<file path="config.mk">
export PLATFORM = sky130hd
export DESIGN_NAME = sram_req_ctrl
export DESIGN_NICKNAME = d
export VERILOG_FILES = /design/src/rtl/ec_sram_pkg.sv /design/src/rtl/ec_skid_fifo.sv /design/src/rtl/sram_req_ctrl.sv
export SDC_FILE = /design/constraint.sdc
export NUM_CORES = 1
export LEC_CHECK = 0
export CAP_MARGIN = 20
export CORE_ASPECT_RATIO = 1.2
export CORE_MARGIN = 2
export CORE_UTILIZATION = 43
export CTS_CLUSTER_DIAMETER = 40
export DETAILED_ROUTE_END_ITERATION = 6
export PLACE_DENSITY = 0.8
export SLEW_MARGIN = 30
export SYNTH_ARGS = -nofsm -noshare
export SYNTH_HDL_FRONTEND = slang
export SYNTH_HIERARCHICAL = 1
export SYNTH_SLANG_ARGS = --single-unit
export TNS_END_PERCENT = 5
</file>
<file path="constraint.sdc">
create_clock -name clk -period 3.95 [get_ports clk]
set_input_delay 0.79 -clock clk [delete_from_list [all_inputs] [get_ports clk]]
set_output_delay 0.79 -clock clk [all_outputs]
set_load 0.02 [all_outputs]
</file>
<file path="src/rtl/ec_sram_pkg.sv">
// ec_sram_pkg: FSM state encoding and default SRAM geometry shared by
// sram_req_ctrl and its testbench.
package ec_sram_pkg;

  localparam int DEF_DATA_W = 32;
  localparam int DEF_DEPTH  = 100;

  typedef enum logic [1:0] {
    IDLE  = 2'd0,
    READ  = 2'd1,
    WRITE = 2'd2,
    DRAIN = 2'd3
  } state_t;

endpackage

</file>
<file path="src/rtl/ec_skid_fifo.sv">
// ec_skid_fifo: 2-entry read-data FIFO. A push on a full FIFO is taken when a
// pop happens in the same cycle; o_head reads zero while empty.
module ec_skid_fifo #(
  parameter int DATA_W = 32
) (
  input  logic              clk,
  input  logic              rst_n,
  input  logic              i_push,
  input  logic [DATA_W-1:0] i_push_data,
  input  logic              i_pop,
  output logic              o_valid,
  output logic [DATA_W-1:0] o_head,
  output logic [1:0]        o_count
);

  logic [DATA_W-1:0] r_mem [2];
  logic              r_rd_ptr;
  logic              r_wr_ptr;
  logic [1:0]        r_count;
  logic              w_do_pop;
  logic              w_do_push;

  assign w_do_pop  = i_pop && (r_count != 2'd0);
  assign w_do_push = i_push && ((r_count != 2'd2) || w_do_pop);

  always_ff @(posedge clk) begin
    if (!rst_n) begin
      r_rd_ptr <= 1'b0;
      r_wr_ptr <= 1'b0;
      r_count  <= 2'd0;
    end else begin
      if (w_do_push) begin
        r_wr_ptr <= ~r_wr_ptr;
      end
      if (w_do_pop) begin
        r_rd_ptr <= ~r_rd_ptr;
      end
      case ({w_do_push, w_do_pop})
        2'b10:   r_count <= r_count + 2'd1;
        2'b01:   r_count <= r_count - 2'd1;
        default: r_count <= r_count;
      endcase
    end
  end

  // Storage needs no reset: contents are only visible while r_count != 0.
  always_ff @(posedge clk) begin
    if (w_do_push) begin
      r_mem[r_wr_ptr] <= i_push_data;
    end
  end

  assign o_valid = (r_count != 2'd0);
  assign o_head  = o_valid ? r_mem[r_rd_ptr] : '0;
  assign o_count = r_count;

endmodule

</file>
<file path="src/rtl/sram_req_ctrl.sv">
// sram_req_ctrl: burst command front-end for a single-port SRAM wrapper.
// Optional row statistics are built when SRAM_REQ_CTRL_STATS_EN is defined.
module sram_req_ctrl
  import ec_sram_pkg::*;
#(
  parameter int DATA_W = DEF_DATA_W,
  parameter int DEPTH  = DEF_DEPTH,
  parameter int ADDR_W = $clog2(DEPTH)
) (
  input  logic              clk,
  input  logic              rst_n,
  input  logic              cmd_valid,
  output logic              cmd_ready,
  input  logic              cmd_wr,
  input  logic [ADDR_W-1:0] cmd_addr,
  input  logic [ADDR_W:0]   cmd_len,
  input  logic              wr_valid,
  output logic              wr_ready,
  input  logic [DATA_W-1:0] wr_data,
  output logic              rd_valid,
  input  logic              rd_ready,
  output logic [DATA_W-1:0] rd_data,
  output logic              mem_en,
  output logic              rd_req,
  output logic              wr_req,
  output logic [ADDR_W-1:0] address,
  output logic [DATA_W-1:0] wr_data_out,
  input  logic              rd_data_val,
  input  logic [DATA_W-1:0] rd_data_in,
  output logic              busy,
  output logic              done,
  output logic              err,
  output logic [1:0]        dbg_state
`ifdef SRAM_REQ_CTRL_STATS_EN
  ,
  output logic [15:0]       stat_rd_rows,
  output logic [15:0]       stat_wr_rows
`endif
);

  // Handshakes (cmd, wr, rd): a beat transfers in a cycle where valid and ready
  // are both 1; valid never waits on ready, and data is sampled only on a beat.

  localparam logic [ADDR_W:0]   LP_DEPTH    = (ADDR_W+1)'(DEPTH);
  localparam logic [ADDR_W:0]   LP_LEN_ONE  = (ADDR_W+1)'(1);
  localparam logic [ADDR_W-1:0] LP_LAST_ROW = ADDR_W'(DEPTH - 1);
  localparam logic [ADDR_W-1:0] LP_ROW_ONE  = ADDR_W'(1);

  state_t            r_state;
  state_t            w_state_nxt;
  logic [ADDR_W-1:0] r_addr;
  logic [ADDR_W:0]   r_remain;
  logic              r_inflight;
  logic              r_done;
  logic              r_err;

  logic              w_cmd_fire;
  logic              w_cmd_ok;
  logic              w_rd_req;
  logic              w_wr_req;
  logic              w_last_access;
  logic              w_pop;
  logic              w_push;
  logic              w_fifo_valid;
  logic [DATA_W-1:0] w_fifo_head;
  logic [1:0]        w_fifo_count;
  logic [2:0]        w_occ;

  assign w_cmd_fire = cmd_valid && cmd_ready;
  assign w_cmd_ok   = (cmd_len != '0) && (cmd_len <= LP_DEPTH) &&
                      ({1'b0, cmd_addr} < LP_DEPTH);

  // A row popped this cycle frees its slot in time for a read issued now,
  // which is what keeps a held rd_ready at one row per cycle.
  assign w_pop  = w_fifo_valid && rd_ready;
  assign w_push = rd_data_val && r_inflight;
  assign w_occ  = {1'b0, w_fifo_count} + {2'b00, r_inflight} - {2'b00, w_pop};

  assign w_rd_req      = (r_state == READ) && (r_remain != '0) && (w_occ < 3'd2);
  assign w_wr_req      = (r_state == WRITE) && (r_remain != '0) && wr_valid;
  assign w_last_access = (w_rd_req || w_wr_req) && (r_remain == LP_LEN_ONE);

  ec_skid_fifo #(
    .DATA_W (DATA_W)
  ) u_rd_fifo (
    .clk         (clk),
    .rst_n       (rst_n),
    .i_push      (w_push),
    .i_push_data (rd_data_in),
    .i_pop       (w_pop),
    .o_valid     (w_fifo_valid),
    .o_head      (w_fifo_head),
    .o_count     (w_fifo_count)
  );

  always_comb begin
    w_state_nxt = r_state;
    case (r_state)
      IDLE: begin
        if (w_cmd_fire && w_cmd_ok) begin
          w_state_nxt = cmd_wr ? WRITE : READ;
        end
      end
      READ: begin
        if (w_last_access) begin
          w_state_nxt = DRAIN;
        end
      end
      WRITE: begin
        if (w_last_access) begin
          w_state_nxt = IDLE;
        end
      end
      DRAIN: begin
        if (!r_inflight && (w_fifo_count == 2'd1) && w_pop) begin
          w_state_nxt = IDLE;
        end
      end
      default: w_state_nxt = IDLE;
    endcase
  end

  always_ff @(posedge clk) begin
    if (!rst_n) begin
      r_state    <= IDLE;
      r_addr     <= '0;
      r_remain   <= '0;
      r_inflight <= 1'b0;
      r_done     <= 1'b0;
      r_err      <= 1'b0;
    end else begin
      r_state    <= w_state_nxt;
      r_inflight <= w_rd_req;
      r_done     <= (r_state != IDLE) && (w_state_nxt == IDLE);
      r_err      <= w_cmd_fire && !w_cmd_ok;
      if (w_cmd_fire && w_cmd_ok) begin
        r_addr   <= cmd_addr;
        r_remain <= cmd_len;
      end else if (w_rd_req || w_wr_req) begin
        r_addr   <= (r_addr == LP_LAST_ROW) ? '0 : r_addr + LP_ROW_ONE;
        r_remain <= r_remain - LP_LEN_ONE;
      end
    end
  end

  assign cmd_ready   = (r_state == IDLE);
  assign wr_ready    = (r_state == WRITE);
  assign busy        = (r_state != IDLE);
  assign rd_req      = w_rd_req;
  assign wr_req      = w_wr_req;
  assign mem_en      = w_rd_req || w_wr_req;
  assign address     = r_addr;
  assign wr_data_out = w_wr_req ? wr_data : '0;
  assign rd_valid    = w_fifo_valid;
  assign rd_data     = w_fifo_head;
  assign done        = r_done;
  assign err         = r_err;
  assign dbg_state   = r_state;

`ifdef SRAM_REQ_CTRL_STATS_EN
  logic [15:0] r_stat_rd;
  logic [15:0] r_stat_wr;

  // A read row counts once delivered downstream; a write row once issued.
  always_ff @(posedge clk) begin
    if (!rst_n) begin
      r_stat_rd <= 16'd0;
      r_stat_wr <= 16'd0;
    end else begin
      if (w_pop && (r_stat_rd != 16'hFFFF)) begin
        r_stat_rd <= r_stat_rd + 16'd1;
      end
      if (w_wr_req && (r_stat_wr != 16'hFFFF)) begin
        r_stat_wr <= r_stat_wr + 16'd1;
      end
    end
  end

  assign stat_rd_rows = r_stat_rd;
  assign stat_wr_rows = r_stat_wr;
`endif

endmodule

</file>
==> out/results.tsv, run 1 <==
metric	value	unit
capturing point of the worst reg2reg path	r_remain[7]	
main flop type after synthesis	edfxtp_1	
H-tree depth reported by CTS	3	
placed cell area	6010	µm²
1st-iter DRT viols	113	
DRT Pass-1 Iters	4	
die width	93.7	µm
Layout fillers	719	
status	finished clean	
Comb pwr share	13.2	%
CP Capture Type	output pin	
die height	112	µm
post-DR vias/cell	5.17	
Cell Pwr Density	343	nW/µm²
hold violation count in the final report	0	
CTS clk-pin slew, worst paths	60	ps
Async S/R FF share, synth	0	%
Worst setup SP type	primary input	
Tmin final	3850	ps
Max-slew headroom	51.1	%
Num CTS Buffers	9	
Final nets	621	
Skew-Pair Late Insertion Delay	330	ps
Initial Util	43.9	%
CP top delay family	buffers and inverters	
number of flops mapped to enable cells by yosys	64	
Reg2Reg Depth	12	
crit-path cells	clkdlybuf4s50_1 > and2_1 > ha_1 > nand2b_1 > fa_1 > xnor2_1 > buf_4 > nand2_1 > nor2_1 > dlygate4sd2_1	
DRC viols	0	
peak supply drop	0.000297	V
syn_area_per_cell	11.7	µm²
Setup WS post-layout	104	ps
pre-CTS setup slack	-319	ps
worst setup path start	rd_ready	
Final period util	97.4	%
initial antenna violation count	0	
f_max	0.260	GHz
clock buffer depth	2	
origin of the critical flop-to-flop path	u_rd_fifo/o_count[1]	
first-pass GRT wire length	15900	µm
sequential share of power	47.9	%
I/O Pins	168	
root buf cell	clkbuf_16	
Yosys cell types	57	
clock power share	38.9	%
CP arrival	3060	ps
Final setup viols	0	
RSZ-0062 raised after global routing	false	
Placer Congestion	0.860	
slowest stage delay, CP	380	ps
core area	9470	µm²
largest net degree at the start of global routing	34	
Hold-fix buffers, CTS	0	
n_diodes	0	
setup TNS	0	ps
Setup crit end	rd_req	
internal power	1700	µW
Worst Max-Slew Pin Slew	724	ps
finished layout cell area	6330	µm²
Req. time, crit path	3160	ps
Hold Crit Class	register to register	
die area	10500	µm²
final WL	10300	µm
final core utilization	66.9	%
Worst Clk Skew	3.15	ps
I/O Buffers	167	
Switching Share	21.8	%
CTS tree	built	
sw power	473	µW
layout cells sized above 1	8.41	%
MaxCap Viol Count	0	
Mapped Area	4160	µm²
Synth Register Bits	89	
clock sink total	89	
CP bufs+invs	3	
number of global-route vias before repair	3300	
CP Max Fanout	2	
sequential fraction of the synthesis area	58.3	%
Antenna Nets Post-Route	0	
Synthesis Warnings	6	
Setup CP Type	primary input to output pin	
total track usage	19.5	%
Leakage	0.00217	µW
CP Depth	10	
cell count after synthesis	354	
GR Overflow Total	0	
post-synth net total	445	
HPWL after DPL	7610	µm
routed length per instance	15.6	µm
vias	3405	
# rows	39	
Crit-path slowest cell	clkdlybuf4s50_1	
R2R Setup Slk	860	ps
area grow syn2layout	52.4	%
Final Max Tran Viols	0	
## power by group through the flow
| stage | Combinational [µW] | Sequential, µW | Clock [µW] |
|---|---|---|---|
| floorplan | 117 | 1060 | 0 |
| global placement | 279 | 1060 | 0 |
| detailed placement | 287 | 1060 | 0 |
| CTS | 288 | 1040 | 870 |
| global route | 309 | 1040 | 912 |
| finish | 288 | 1040 | 846 |
## cell usage after synthesis, types with 3 or more instances
| master | count | area, µm² |
|---|---|---|
| edfxtp_1 | 64 | 1920 |
| nor2_1 | 48 | 180 |
| and2_1 | 37 | 231 |
| mux2i_1 | 34 | 340 |
| dfxtp_1 | 25 | 500 |
| nand3_1 | 15 | 75.1 |
| inv_1 | 11 | 41.3 |
| a21oi_1 | 10 | 50.1 |
| nand2_1 | 10 | 37.5 |
| nand4_1 | 7 | 43.8 |
| nor3_1 | 7 | 35.0 |
| buf_2 | 6 | 30.0 |
| a22oi_1 | 5 | 37.5 |
| buf_4 | 5 | 37.5 |
| clkbuf_1 | 5 | 18.8 |
| o21ai_0 | 5 | 25.0 |
| ha_1 | 4 | 50.1 |
| nand2b_1 | 3 | 18.8 |
| xnor2_1 | 3 | 26.3 |
| xor2_1 | 3 | 26.3 |
## state kept, by name (all words and copies together) (netlist names), named ones only
name	flops
u_rd_fifo/r_mem	64
r_remain	8
address	7
dbg_state	2
u_rd_fifo/o_count	2
done	1
err	1
r_inflight	1
u_rd_fifo/r_rd_ptr	1
u_rd_fifo/r_wr_ptr	1
## cell families (layout without fill, tap and decap cells)
| family | count (synthesis) | count (layout) | synth area share (%) |
|---|---|---|---|
| XOR/XNOR | 6 | 6 | 1.26 |
| adder cells (fa/ha/maj) | 5 | 5 | 1.69 |
| multiplexers | 35 | 35 | 8.46 |
| buffers and inverters | 29 | 210 | 3.43 |
| flip-flops | 89 | 89 | 58.3 |
| AO/OA/AOI/OAI | 46 | 46 | 8.58 |
| AND/OR/NAND/NOR | 144 | 144 | 18.3 |
## cell usage in the layout, fill, tap and decap left out, types with 9 or more instances in the layout
master / netlist / routed
nand3_1: 15 / 15
mux2i_1: 34 / 34
clkdlybuf4s50_1: 0 / 165
edfxtp_1: 64 / 64
dfxtp_1: 25 / 24
buf_4: 5 / 14
a21oi_1: 10 / 10
nand2_1: 10 / 10
inv_1: 11 / 11
and2_1: 37 / 37
clkbuf_16: 0 / 9
nor2_1: 48 / 45
## worst register-to-register path, delay by kind of cell, from the launching register on
kind | cells | cell delay (ps)
AND/OR/NAND/NOR | 6 | 1450
AO/OA/AOI/OAI | 2 | 170
buffers and inverters | 2 | 250
adder cells (fa/ha/maj) | 2 | 770
flip-flops | 1 | 320
## worst min path at each step
stage | startpoint | slack [ps] | to | depth (start not counted)
6_report | r_remain[1] | 510 | r_remain[1] | 2
3_5_place_dp | r_remain[1] | 500 | r_remain[1] | 2
2_1_floorplan | u_rd_fifo/r_wr_ptr | 450 | u_rd_fifo/r_wr_ptr | 2
3_3_place_gp | r_remain[1] | 490 | r_remain[1] | 2
4_1_cts | r_remain[1] | 510 | r_remain[1] | 2
5_1_grt | u_rd_fifo/r_wr_ptr | 530 | u_rd_fifo/r_wr_ptr | 2
## final cells by class
class                   instances  area [µm²]  area share (%)
well taps                     123         154            2.43
flip-flops and latches         89        2420            38.3
multi-input cells             236        1610            25.4
clock inverters                 2        38.8           0.613
repair buffers                182        1800            28.4
inverters                      12        45.0           0.711
clock buffers                  14         264            4.17
## per-stage QoR
stage / power, µW / hold slack, ps / instances
floorplan: 1180 / 451 / 354
global placement: 1340 / 489 / 641
detailed placement: 1350 / 504 / 641
CTS: 2200 / 512 / 657
global route: 2260 / 532 / 658
finish: 2180 / 505 / 658
## routing by layer
| metal | share of wire, % | track usage, % | vias up |
|---|---|---|---|
| met5 | 0 | 0 | - |
| met4 | 2.3 | 7.44 | 0 |
| met3 | 7.4 | 5.35 | 22 |
| met2 | 50 | 33.5 | 161 |
| met1 | 40 | 23.1 | 1580 |
| li1 | - | - | 1642 |
## timing repair
action,in CTS,in global routing
gates resized for setup,4,2
setup endpoints to repair,2,1
setup buffers,0,0
Power figures use the tool's default switching activity.
==> inputs of run 2 (changes only) <==
PLACE_DENSITY = default   (was 0.8)
PLACE_DENSITY_LB_ADDON = 0.1   (was default)
SETUP_SLACK_MARGIN = 0.05   (was default)
==> run 2 against run 1 <==
Net effect:
- routed wire length down 0.98%
- flip-flop and latch count stayed put
- non-clock buffer count rose by 3
- sequential share of layout area up 0.18 points
- count of clock-buffer cells in the layout fell by 5
- largest power group unchanged
- register-to-register slack gained 70 ps
- utilization fell by 0.32 points
- cell count is 0.46% higher
- first-iteration DRC count up 21%
==> out/results.tsv, run 2 (synthesized netlist as in run 1, its figures left out) <==
metric	value	unit
first-pass GRT wire length	16000	µm
MaxCap Viol Count	0	
I/O Buffers	167	
clock power share	36.4	%
Final Non-Filler Cells	661	
Final nets	624	
f_max	0.262	GHz
internal power	1600	µW
CTS tree	built	
CP Capture Type	output pin	
placed insts	645	
Num CTS Buffers	9	
Reg2Reg Depth	12	
Largest Register	u_rd_fifo/r_mem	
I/O Pins	168	
CP Depth	10	
number of global-route vias before repair	3430	
worst hold slack	512	ps
area grow syn2layout	51.7	%
Worst setup SP type	primary input	
final core utilization	66.6	%
sw power	488	µW
n_diodes	0	
Placer Congestion	0.887	
post-DR vias/cell	5.14	
total track usage	19.2	%
CP top delay family	adder cells	
RSZ-0062 raised after global routing	false	
Comb pwr share	13.8	%
Layout fillers	761	
Setup CP Type	primary input to output pin	
initial antenna violation count	0	
hold path depth	2	
Antenna Nets Post-Route	0	
die height	112	µm
peak supply drop	0.000198	V
DRC viols	0	
Cell Pwr Density	331	nW/µm²
hold violation count in the final report	0	
most common cell after layout, fill and taps aside	clkdlybuf4s50_1	
slowest stage delay, CP	490	ps
clock buffer depth	2	
crit-path cells	clkdlybuf4s50_1 > and2_1 > ha_1 > nand2b_1 > fa_1 > and3b_1 > a22oi_2 > or2_1 > inv_2 > buf_2	
Hold Crit Class	register to register	
# rows	39	
Final period util	96.5	%
Tmin final	3810	ps
Req. time, crit path	3160	ps
CP arrival	3020	ps
Initial Util	43.9	%
Worst Max-Slew Pin Slew	691	ps
Pwr Total	2090	µW
Final Max Tran Viols	0	
Leakage	0.00216	µW
Max-slew headroom	53.9	%
Hold-fix buffers, CTS	0	
die width	93.7	µm
Worst Clk Skew	4.00	ps
status	finished clean	
final WL	10200	µm
HPWL after DPL	7560	µm
CTS clk-pin slew, worst paths	60	ps
die area	10500	µm²
Final setup viols	0	
max reg flops	64	
commonest non-fill, non-tap cells in the layout	clkdlybuf4s50_1 (165), edfxtp_1 (64), nor2_1 (45)	
routed length per instance	15.4	µm
GR Overflow Total	0	
core area	9470	µm²
CP Max Fanout	2	
CP bufs+invs	3	
root buf cell	clkbuf_16	
Crit-path slowest cell	fa_1	
Switching Share	23.4	%
clock sink total	89	
vias	3399	
layout cells sized above 1	9.48	%
sequential share of power	49.8	%
H-tree depth reported by CTS	3	
Skew-Pair Late Insertion Delay	330	ps
1st-iter DRT viols	137	
Post CTS Setup Buffer Count	0	
DRT Pass-1 Iters	4	
largest net degree at the start of global routing	34	
[run 2: changes by cell type in the layout (fill, tap and decap cells not counted), moves of 2 or more]
cell and delta:
clkinv_2 +2, clkinvlp_4 +3, clkbuf_1 -3, buf_4 +4
clkbuf_8 -2
[run 2: worst reg2reg max path: stages (launching register included)]
cell,delay (ps)
dfxtp_1,320
nor2_2,120
inv_1,50
and2_1,160
ha_1,280
nand2b_1,150
fa_1,490
and3b_1,200
a22oi_2,90
buf_4,180
or4b_2,650
nand4_1,110
o31ai_1,80
[run 2: through the flow]
step	instance area (µm²)	worst slack (ps)	setup TNS, ps
finish	6300	139	0
global route	6300	61.4	0
CTS	6310	48.4	0
detailed placement	6040	-310	-507
global placement	6040	-285	-458
floorplan	4160	148	0
[run 2: area by class of cell]
type,count,area [µm²],share of cell area [%]
Sequential cell,89,2420,38.5
Timing Repair Buffer,185,1800,28.5
Multi-Input combinational cell,236,1610,25.6
Clock buffer,9,225,3.57
Tap cell,123,154,2.44
Clock inverter,7,45.0,0.715
Inverter,12,45.0,0.715
[run 2: power groups by stage]
| stage | Clock (µW) | Combinational [µW] | Sequential [µW] |
|---|---|---|---|
| global placement | 0 | 279 | 1060 |
| finish | 760 | 288 | 1040 |
| global route | 820 | 311 | 1040 |
| floorplan | 0 | 117 | 1060 |
| detailed placement | 0 | 288 | 1060 |
| CTS | 781 | 288 | 1040 |
[run 2: worst paths after layout]
check | start | endpoint | slack [ps]
setup / recovery | rd_ready | mem_en | 140
hold / removal | r_remain[0] | r_remain[0] | 510
setup reg to reg | u_rd_fifo/o_count[1] | r_remain[7] | 930
hold reg to reg | r_remain[0] | r_remain[0] | 510
[run 2: what timing repair did]
item                                    4_1_cts  5_1_grt
resized for setup                             6        2
endpoints found under the setup margin        2        1
pin swaps                                     0        0
[run 2: per-layer routing]
| layer | vias to the layer above | track usage (%) | part of all wire [%] |
|---|---|---|---|
| met1 | 1601 | 21.8 | 40 |
| met5 | - | 0 | 0 |
| li1 | 1653 | - | - |
| met2 | 131 | 34.3 | 52 |
| met3 | 14 | 5.62 | 6.6 |
| met4 | 0 | 6.18 | 1.2 |
==> inputs of run 3 (changes only) <==
SKIP_CTS_REPAIR_TIMING = 1   (was default)
==> run 3 against run 2 <==
Net effect:
- first-iteration DRC count down 7.3%
- worst hold slack improved by 3.5 ps
- critical path type unchanged
- clock skew about the same
- non-clock buffer count unchanged
==> out/results.tsv, run 3 (synthesized netlist as in run 1, its figures left out) <==
metric	value	unit
status	finished clean	
die width	93.7	µm
hold path depth	2	
Largest Register	u_rd_fifo/r_mem	
routed length per instance	15.4	µm
vias	3387	
layout cells sized above 1	9.11	%
slowest stage delay, CP	440	ps
Tmin final	3820	ps
largest net degree at the start of global routing	34	
Max-slew headroom	54.1	%
Setup CP Type	primary input to output pin	
CP Max Fanout	2	
R2R Setup Slk	930	ps
Final setup viols	0	
CP bufs+invs	3	
CP Capture Type	output pin	
capturing point of the worst reg2reg path	r_remain[7]	
Final Max Tran Viols	0	
area grow syn2layout	51.7	%
Worst Clk Skew	4.30	ps
peak supply drop	0.000198	V
Num CTS Buffers	9	
CP top delay family	adder cells	
Cell Pwr Density	331	nW/µm²
I/O Buffers	167	
DRC viols	0	
number of global-route vias before repair	3432	
Req. time, crit path	3160	ps
n_diodes	0	
Antenna Nets Post-Route	0	
hold path start	r_remain[1]	
die area	10500	µm²
Pwr Total	2090	µW
MaxCap Viol Count	0	
Hold EP	r_remain[1]	
H-tree depth reported by CTS	3	
hold violation count in the final report	0	
Initial Util	43.9	%
origin of the critical flop-to-flop path	u_rd_fifo/o_count[1]	
Placer Congestion	0.887	
Final nets	624	
HPWL after DPL	7560	µm
Leakage	0.00217	µW
total track usage	19.2	%
post-DR vias/cell	5.12	
CTS tree	built	
Reg2Reg Depth	12	
1st-iter DRT viols	127	
Final period util	96.7	%
# rows	39	
Hold Crit Class	register to register	
CP arrival	3030	ps
pre-CTS setup slack	-310	ps
DRT Pass-1 Iters	4	
Worst Max-Slew Pin Slew	689	ps
RSZ-0062 raised after global routing	true	
first-pass GRT wire length	15900	µm
commonest non-fill, non-tap cells in the layout	clkdlybuf4s50_1 (165), edfxtp_1 (64), nor2_1 (45)	
final WL	10200	µm
f_max	0.262	GHz
Skew-Pair Late Insertion Delay	330	ps
root buf cell	clkbuf_16	
I/O Pins	168	
die height	112	µm
crit-path cells	clkdlybuf4s50_1 > and2_1 > ha_1 > nand2b_1 > fa_1 > and3b_1 > a22oi_1 > or2_1 > inv_2 > buf_2	
Crit-path slowest cell	fa_1	
Worst setup SP type	primary input	
most common cell after layout, fill and taps aside	clkdlybuf4s50_1	
Setup WS post-layout	130	ps
CTS clk-pin slew, worst paths	60	ps
max reg flops	64	
Layout fillers	761	
clock sink total	89	
clock buffer depth	2	
GR Overflow Total	0	
initial antenna violation count	0	
core area	9470	µm²
[run 3: cell types whose count changed in the layout (fill, tap and decap cells not counted), sizes merged]
| cell | before | now |
|---|---|---|
| dlymetal6s2s | 0 | 1 |
| clkbuf | 10 | 9 |
[run 3: layout make-up]
| cell class | count | area, µm² | area share [%] |
|---|---|---|---|
| repair buffers | 185 | 1800 | 28.6 |
| well taps | 123 | 154 | 2.44 |
| flip-flops and latches | 89 | 2420 | 38.4 |
| multi-input cells | 236 | 1610 | 25.5 |
| inverters | 12 | 45.0 | 0.714 |
| clock inverters | 7 | 45.0 | 0.714 |
| clock buffers | 9 | 225 | 3.57 |
[run 3: report_power, final]
group          leakage [µW]  switching [µW]  internal, µW
Sequential         0.000779            21.6          1020
Combinational       0.00127             129           159
Clock              0.000125             336           423
Total               0.00217             486          1600
[run 3: metrics by stage]
stage	area [µm²]	TNS (ps)	std cells	util [%]	hold WS (ps)
2_1_floorplan	4160	0	354	-	451
3_3_place_gp	6040	-458	645	63.8	485
5_1_grt	6300	0	661	66.6	546
4_1_cts	6310	-535	661	66.6	515
3_5_place_dp	6040	-507	645	63.8	508
6_report	6300	0	661	66.6	516
[run 3: layer usage]
layer  vias to the layer above  GRT usage, %  share of wire, %
met5                         -             0                 0
met2                       124          34.4                53
met3                        12          5.62               6.5
met4                         0          5.80              0.99
met1                      1598          21.8                40
li1                       1653             -                 -
[run 3: worst reg2reg max path, stage by stage, from the launching register on]
cell and delay (ps):
dfxtp_1 320, nor2_2 120, inv_1 50, and2_1 160, ha_1 280, nand2b_1 150, fa_1 490, and3b_1 190
a22oi_1 100, buf_4 190, or4b_2 650, nand4_1 110, o31ai_1 80
[run 3: worst max path at each step]
stage	from	to	slack, ps	depth (start not counted)
2_1_floorplan	u_rd_fifo/o_count[1]	mem_en	150	12
6_report	rd_ready	mem_en	130	10
3_5_place_dp	rd_ready	mem_en	-310	10
4_1_cts	rd_ready	mem_en	-320	10
3_3_place_gp	rd_ready	mem_en	-280	10
5_1_grt	rd_ready	mem_en	40	10
